[config.mk]
export PLATFORM = sky130hd
export DESIGN_NAME = magnitude_compare_pipe
export DESIGN_NICKNAME = d
export VERILOG_FILES = /design/src/rtl/magnitude_compare_pipe.sv
export SDC_FILE = /design/constraint.sdc
export NUM_CORES = 1
export LEC_CHECK = 0
export CORE_MARGIN = 4
export CORE_UTILIZATION = 30
export CTS_BUF_LIST = sky130_fd_sc_hd__clkbuf_4 sky130_fd_sc_hd__clkbuf_8
export DETAILED_ROUTE_END_ITERATION = 12
export PLACE_DENSITY = 0.66
export SLEW_MARGIN = 20
export SYNTH_ARGS = -nofsm -noshare
export SYNTH_HDL_FRONTEND = slang
export SYNTH_SLANG_ARGS = --single-unit
[constraint.sdc]
create_clock -name clk -period 2.6 [get_ports clk]
set_clock_uncertainty 0.15 [all_clocks]
set_input_delay 0.52 -clock clk [delete_from_list [all_inputs] [get_ports clk]]
set_output_delay 0.52 -clock clk [all_outputs]
set_load 0.05 [all_outputs]
[src/rtl/magnitude_compare_pipe.sv]
// -----------------------------------------------------------------------------
// magnitude_compare_pipe
//   Pipelined magnitude comparator for the FPU datapath. Compares A and B as
//   unsigned, two's-complement signed or sign-magnitude float and returns a
//   one-hot {lt, eq, gt, unord} result, STAGES cycles after acceptance.
//   Valid/ready handshake on both sides, full throughput, lossless stalls.
//
//   Optional feature macro: CMP_FP_NAN_EN
//     defined   -> float mode flags NaN operands as unordered (unord=1)
//     undefined -> unord tied 0, NaN bit patterns ordered as plain values
//
//   Stage 1 captures a/b/mode. The compare core sits between stage 1 and
//   stage 2; later stages only carry the 4-bit result. With STAGES=1 the
//   result is decoded directly from the stage-1 registers.
//   Parameter limits: WIDTH >= 4, 1 <= EXP_W <= WIDTH-2, 1 <= STAGES <= 4.
// -----------------------------------------------------------------------------
module magnitude_compare_pipe #(
   parameter int WIDTH  = 32,
   parameter int EXP_W  = 8,
   parameter int STAGES = 2
) (
   input  logic             clk,
   input  logic             rst_n,
   input  logic             in_valid,
   output logic             in_ready,
   input  logic [WIDTH-1:0] a,
   input  logic [WIDTH-1:0] b,
   input  logic [1:0]       mode,
   output logic             out_valid,
   input  logic             out_ready,
   output logic             lt,
   output logic             eq,
   output logic             gt,
   output logic             unord
);

   localparam int MANT_W = WIDTH - 1 - EXP_W;

`ifdef CMP_FP_NAN_EN
   localparam bit NAN_EN = 1'b1;
`else
   localparam bit NAN_EN = 1'b0;
`endif

   typedef enum logic [1:0] {
      MODE_UNS = 2'b00,
      MODE_SGN = 2'b01,
      MODE_FLT = 2'b10,
      MODE_RSV = 2'b11
   } cmp_mode_e;

   // NaN: exponent all ones with a non-zero mantissa
   function automatic logic is_nan(input logic [WIDTH-1:0] x);
      return (&x[WIDTH-2 -: EXP_W]) && (|x[MANT_W-1:0]);
   endfunction

   // Full compare: returns {lt, eq, gt, unord}
   function automatic logic [3:0] cmp_fn(
      input logic [WIDTH-1:0] a_i,
      input logic [WIDTH-1:0] b_i,
      input logic [1:0]       mode_i
   );
      logic [WIDTH-1:0] diff;
      logic [WIDTH-1:0] pre;
      logic [WIDTH-1:0] top;
      logic             raw_lt;
      logic             raw_eq;
      logic             sa;
      logic             sb;
      logic             both_zero;
      logic             lt_v;
      logic             eq_v;
      logic             gt_v;
      logic             unord_v;

      // Log-depth prefix OR from the MSB down: pre[i] = |diff[WIDTH-1:i]
      diff = a_i ^ b_i;
      pre  = diff;
      for (int s = 1; s < WIDTH; s = s * 2) begin
         pre = pre | (pre >> s);
      end
      // Isolate the highest differing bit; a<b iff b owns the 1 there
      top    = pre & ~(pre >> 1);
      raw_lt = |(top & ~a_i & b_i);
      raw_eq = ~|diff;

      sa        = a_i[WIDTH-1];
      sb        = b_i[WIDTH-1];
      both_zero = ~|a_i[WIDTH-2:0] && ~|b_i[WIDTH-2:0];

      lt_v    = raw_lt;
      eq_v    = raw_eq;
      gt_v    = !raw_lt && !raw_eq;
      unord_v = 1'b0;

      case (cmp_mode_e'(mode_i))
         MODE_SGN: begin
            if (sa != sb) begin
               lt_v = sa;
               eq_v = 1'b0;
               gt_v = sb;
            end
         end
         MODE_FLT: begin
            if (NAN_EN && (is_nan(a_i) || is_nan(b_i))) begin
               lt_v    = 1'b0;
               eq_v    = 1'b0;
               gt_v    = 1'b0;
               unord_v = 1'b1;
            end else if (both_zero) begin
               // +0 and -0 are equal
               lt_v = 1'b0;
               eq_v = 1'b1;
               gt_v = 1'b0;
            end else if (sa != sb) begin
               lt_v = sa;
               eq_v = 1'b0;
               gt_v = sb;
            end else if (sa) begin
               // Both negative: larger magnitude is the smaller value
               lt_v = !raw_lt && !raw_eq;
               gt_v = raw_lt;
            end
         end
         default: begin
            // Unsigned and reserved mode share the raw result
         end
      endcase

      return {lt_v, eq_v, gt_v, unord_v};
   endfunction

   logic [STAGES:1]  r_valid;
   logic [STAGES:1]  w_load;
   logic [WIDTH-1:0] r_a;
   logic [WIDTH-1:0] r_b;
   logic [1:0]       r_mode;
   logic [3:0]       w_res;

   // Backpressure chain: a stage may load when empty or when it is draining
   // NOTE: every comb output gets a default first, so no path leaves a latch.
   always_comb begin
      logic v_ok;
      w_load = '0;
      v_ok   = out_ready;
      for (int k = STAGES; k >= 1; k--) begin
         w_load[k] = !r_valid[k] || v_ok;
         v_ok      = w_load[k];
      end
   end

   assign in_ready = w_load[1];

   // Stage valid bits; reset empties the pipe and drops in-flight work
   // NOTE: sequential state uses non-blocking assignments so every stage
   // samples its predecessor's pre-edge value.
   always_ff @(posedge clk or negedge rst_n) begin
      if (!rst_n) begin
         r_valid <= '0;
      end else begin
         if (w_load[1]) r_valid[1] <= in_valid;
         for (int k = 2; k <= STAGES; k++) begin
            if (w_load[k]) r_valid[k] <= r_valid[k-1];
         end
      end
   end

   // Stage-1 operand capture
   // NOTE: datapath registers carry no reset; outputs are qualified by the
   // valid bits, so their contents are irrelevant while a stage is empty.
   always_ff @(posedge clk) begin
      if (w_load[1] && in_valid) begin
         r_a    <= a;
         r_b    <= b;
         r_mode <= mode;
      end
   end

   generate
      if (STAGES > 1) begin : g_res_pipe
         logic [3:0] r_res [2:STAGES];

         // Result pipeline: compare into stage 2, then shift toward the output
         always_ff @(posedge clk) begin
            if (w_load[2]) r_res[2] <= cmp_fn(r_a, r_b, r_mode);
            for (int k = 3; k <= STAGES; k++) begin
               if (w_load[k]) r_res[k] <= r_res[k-1];
            end
         end

         assign w_res = r_res[STAGES];
      end else begin : g_res_direct
         assign w_res = cmp_fn(r_a, r_b, r_mode);
      end
   endgenerate

   assign out_valid              = r_valid[STAGES];
   assign {lt, eq, gt, unord}    = out_valid ? w_res : 4'b0000;

endmodule

* Word-level counts from Yosys, hierarchy flattened *
Memory sizes are Yosys's and may differ from the RTL's.
Cells that the tools add are included.

word-level totals
  bits in read-only memories = 0
  memories = 1
  input port bits = 70
  RAM bits = 3
  logic and storage cells = 54
  output and inout bits = 6
  register bits = 68
  latch bits = 0

cells by class
  bitwise gates (word level) = 11
  shift-type cells = 0
  eq/ne operators = 3
  div/mod/pow operators = 0
  mux-type cells = 19
  add/subtract/negate cells = 0
  $lt $le $gt $ge = 0
  reductions and logical operators = 15
  multipliers = 0

memory list
  memory            words  bits a word  rd ports  clocked after Yosys merged registers in  wr ports  RTL line  RTL
  g_res_pipe.r_res  1      3            1         0                                        1         181       logic [3:0] r_res [2:STAGES];

operators with widths
  cell                number
  $and 32x32->32      3
  $reduce_or 32->1    2
  $reduce_or 31->1    2
  $not 31->32         1
  $not 32->32         1
  $or 32x16->32       1
  $or 32x24->32       1
  $or 32x28->32       1
  $or 32x30->32       1
  $or 32x31->32       1
  $xor 32x32->32      1
  $mux 1              15
  $logic_not 1->1     6
  $pmux 1 s2          3
  $mux 4              1
  $logic_and 1x1->1   3
  $eq 2x1->1 const B  1
  $eq 2x2->1 const B  1
  $logic_or 1x1->1    2
  $ne 1x1->1          1

* Longest topological paths before layout *
  word-level depth = 18
  gate-level depth with buffers = 9
  mapped depth without buffers = 9

* Worst setup path after synthesis *
No wires, ideal clock.

  path type = register -> register
  start = register r_valid[2] (netlist name)
  end = register r_a[0], enable pin
  arrival time = 2.749 ns
  setup time = 0.431 ns
  path buffers = 0
  cell stages (with the launch flop) = 3
  period minus slack after synthesis = 3.330 ns
  slack = -0.730 ns
  required time = 2.019 ns
  cell sequence = dfrtp_1 -> nand3b_1 -> and2_1

between the ends
  word-level cells in the longest chain between the ends = 4

RTL lines
  item                               RTL line  RTL
  from (decl)                        133       logic [STAGES:1] r_valid;
  from (signal, indexed assignment)  163       if (w_load[k]) r_valid[k] <= r_valid[k-1];
  $logic_not 1->1                    147       w_load[k] = !r_valid[k] || v_ok;
  $logic_or 1x1->1 (2 in a row)      147
  net in_ready                       25        output logic in_ready,
  $logic_and 1x1->1                  172       if (w_load[1] && in_valid) begin
  to (signal assigned)               173       r_a <= a;
  to (decl)                          135       logic [WIDTH-1:0] r_a;

The timed path passes the listed nets, and every way through them passes these cells.
A chain may end at the register's enable or synchronous reset.

* Worst setup path in the final report *
  start = register r_b[25]
  end = memory g_res_pipe.r_res[2][0] (netlist name) (data pin)

between the ends
  word-level cells in the longest chain between the ends = 18
  elaborated cells between the ends (all ways) = 23
  classes of those cells = mux: 6; bitwise: 10; reduce/logical: 7

RTL lines
  item                         RTL line  RTL
  from (decl)                  136       logic [WIDTH-1:0] r_b;
  from (signal assigned)       174       r_b <= b;
  $xor 32x32->32               77        diff = a_i ^ b_i;
  $or 32x31->32                80        pre = pre | (pre >> s);
  $or 32x30->32                80
  $or 32x28->32                80
  $or 32x24->32                80
  $or 32x16->32                80
  $not 31->32                  83        top = pre & ~(pre >> 1);
  $and 32x32->32               83
  $and 32x32->32 (2 in a row)  84        raw_lt = |(top & ~a_i & b_i);
  $reduce_or 32->1             84
  $logic_not 1->1              93        gt_v = !raw_lt && !raw_eq;
  $logic_and 1x1->1            93
  $mux 1                       119       end else if (sa) begin
  $mux 1                       115       end else if (sa != sb) begin
  $mux 1                       110       end else if (both_zero) begin
  $pmux 1 s2 *                 96        case (cmp_mode_e'(mode_i))
  $mux 1 *                     185       if (w_load[2]) r_res[2] <= cmp_fn(r_a, r_b, r_mode);
  to (decl)                    181

Every way passes the cells marked *; elsewhere a longest branch is shown, timed or not. The select of a mux whose other input is x is not followed.

==> impl_metrics.py <==
metrics = {
    "run_status": {
        "outcome": "complete, but fails checks",
        "failed_checks": "negative setup slack",
    },
    "worst_setup_path": {
        "r2r-end": "g_res_pipe.r_res[2][0]",
        "end_kind": "flip-flop",
        "path_max_fanout": 3,
        "timing_worst_setup_path_type": "flip-flop to flip-flop",
        "crit_end": "g_res_pipe.r_res[2][0]",
        "crit_required_ns": 2.55,
        "worst-r2r-setup-slack_ns": -0.08,
        "startpoint": "r_b[25]",
        "worstSetupStartpointType": "flip-flop",
        "cp.arrival_ns": 2.63,
        "worstRegToRegCells": 8,
        "r2r-start": "r_b[25]",
    },
    "finish": {
        "fillers": 1000,
        "design_area_um2": 5070,
        "antenna_cells": 0,
        "final_cell_mix": "clkdlybuf4s50_1, edfxtp_1, buf_4, inv_1, nor4_1",
        "nNetsFinal": 468,
        "area.growth.synth_to_final_pct": 47.6,
        "mostFrequentLayoutCell": "clkdlybuf4s50_1",
        "drive_gt1_share_pct": 22.5,
    },
    "logic_synthesis": {
        "yosysWarnings": 0,
        "ys_ff_latch": 71,
        "synthDistinctLibCells": 51,
        "avgSynthCellArea_um2": 13.1,
        "synth-edff-count": 69,
        "ys_async_sr_fraction_pct": 2.82,
        "synthFlopType": "edfxtp_1",
        "ys_seq_area_share_pct": 61.8,
        "netlist_area_um2": 3430,
        "syn_nets": 335,
        "synth_cells": 262,
    },
    "clock_tree": {
        "cts_hold_buf": 0,
        "numClockSinks": 71,
        "clk_pin_slew_ns": 0.07,
        "clockRootBuffer": "clkbuf_8",
        "cts_tree": "built",
        "numCtsBuffers": 9,
        "worstSkewPairLatency_ns": 0.35,
        "clockBufferDepth": 2,
        "htree_levels": 3,
    },
    "power": {
        "ir_drop_mv": 0.272,
        "p_per_area_nw_per_um2": 542,
        "p_leak_nw": 1.80,
    },
    "floorplanning": {
        "boundaryPins": 76,
        "num_rows": 38,
        "die_y_um": 115,
        "die_x_um": 115,
        "core_um2": 11000,
        "die-area_um2": 13200,
        "initial_core_util_pct": 31.1,
    },
    "sta": {
        "hold_slack_ns": 0.179,
        "maxSlewViolCount": 0,
        "finalSetupTns_ns": -0.163,
        "rsz0062_at_grt": "yes",
        "period_share_pct": 103,
        "relSlewSlack_pct": 65.6,
        "clock.fmax_ghz": 0.373,
        "fin_crit_ns": 2.68,
        "setup_violations": 2,
        "hold_viol": 0,
        "tightest_slew_ns": 0.514,
        "setup_slack_ns": -0.0833,
    },
    "detailed_routing": {
        "routed_wl_um": 8270,
        "via_per_inst": 4.77,
        "wl_per_cell_um": 15.3,
        "drcViolationCount": 0,
        "ant_nets": 0,
        "drt_iter0_markers": 126,
        "vias": 2574,
        "drt_first_pass_iters": 4,
    },
    "placed_design": {
        "post_dp_cell_area_um2": 4710,
        "gp_congestion": 0.882,
        "post-place-ws_ns": -0.0850,
        "io_buffers": 74,
        "post-dp-hpwl_um": 6040,
    },
    "global_routing": {
        "grt_pass1_vias": 2742,
        "antenna_found_initial": 0,
        "grt_overflow": 0,
        "grt_pass1_wl_um": 13000,
        "grt_usage_pct": 12.8,
        "grt_max_degree": 67,
    },
    "flow_run": {
        "cap_violations": 0,
    },
    "hold_path": {
        "hp-class": "primary input to async pin",
    },
}
metal layers:
layer | global-route usage [%] | vias up | part of all wire [%]
met3 | 4.84 | 25 | 6.2
li1 | - | 1270 | -
met5 | 0 | - | 0
met4 | 6.26 | 0 | 3.3
met1 | 15.4 | 1200 | 44
met2 | 20.3 | 79 | 46
layout make-up:
cell class                 count  area [µm²]  share of cell area, %
inverter                      19        71.3                   1.41
clock buffer                  10         131                   2.59
tap                          140         175                   3.46
clock inverter                 6        51.3                   1.01
timing repair buffer         124        1140                   22.5
multi-input combinational    170        1370                   27.1
sequential                    71        2120                   41.9
registers in the layout, indices dropped and copies added, names as in the netlist:
name	cells
r_a	32
r_mode	2
r_valid	2
g_res_pipe.r_res	3
r_b	32
cells in the mapped netlist (3+ instances only):
cell      instances  area, µm²
edfxtp_1         69       2070
nor4_1           22        138
inv_1            19       71.3
xor2_1           15        131
nor2b_1          14       87.6
xnor2_1          12        105
nand2b_1         10       62.6
nor2_1           10       37.5
nand4_1           9       56.3
o21ai_0           7       35.0
nand3b_1          6       45.0
nand2_1           5       18.8
and2_1            4       25.0
maj3_1            4       40.0
nand3_1           4       20.0
a21oi_1           3       15.0
ha_1              3       37.5
maj3_2            3       33.8
nor4b_1           3       26.3
power breakdown:
part	internal (W)	leakage, nW	switching [W]	total, W
Combinational	0.000279	1.02	0.000233	0.000512
Clock	0.000440	0.0960	0.000383	0.000823
Sequential	0.00135	0.686	0.0000617	0.00141
through the flow:
step	util, %	total power, W	std cells
floorplan	-	0.00165	262
global placement	42.7	0.00190	520
detailed placement	42.7	0.00190	520
CTS	44.9	0.00276	538
global route	45.9	0.00288	540
finish	45.9	0.00275	540
how the worst min path moves through the flow:
stage	from	depth (start not counted)	slack, ns	to
after floorplan	rst_n	0	0.07	r_valid[1]
after global placement	r_valid[1]	1	0.30	r_valid[2]
after detailed placement	r_valid[1]	1	0.31	r_valid[2]
after CTS	rst_n	1	0.15	r_valid[2]
after global routing	rst_n	1	0.16	r_valid[1]
final	rst_n	1	0.18	r_valid[1]
cells by family after synthesis:
family | share of synthesized area [%]
and+or+nand+nor | 17.6
DFF | 61.8
AOI/OAI and AO/OA | 7.18
xor gates and xnor gates | 7.36
buffers and inverters | 2.41
adders and majority gates | 3.24
other | 0.109
muxes | 0.292
worst max-delay path, stage by stage, from the launching register on:
cell      delay, ns
edfxtp_1       0.47
nor2b_4        0.17
maj3_2         0.29
maj3_2         0.29
maj3_2         0.32
a211oi_4       0.27
nand4_4        0.15
buf_6          0.14
o21a_1         0.17
what timing repair did:
item                                    in CTS  in global routing
pin swaps                                    5                  7
endpoints found under the hold margin        0                  0
gates resized for setup                      8                 15
endpoints found under the setup margin       2                  2
buffers inserted                             2                  2
Note: power is estimated with default switching activity, not from simulation.
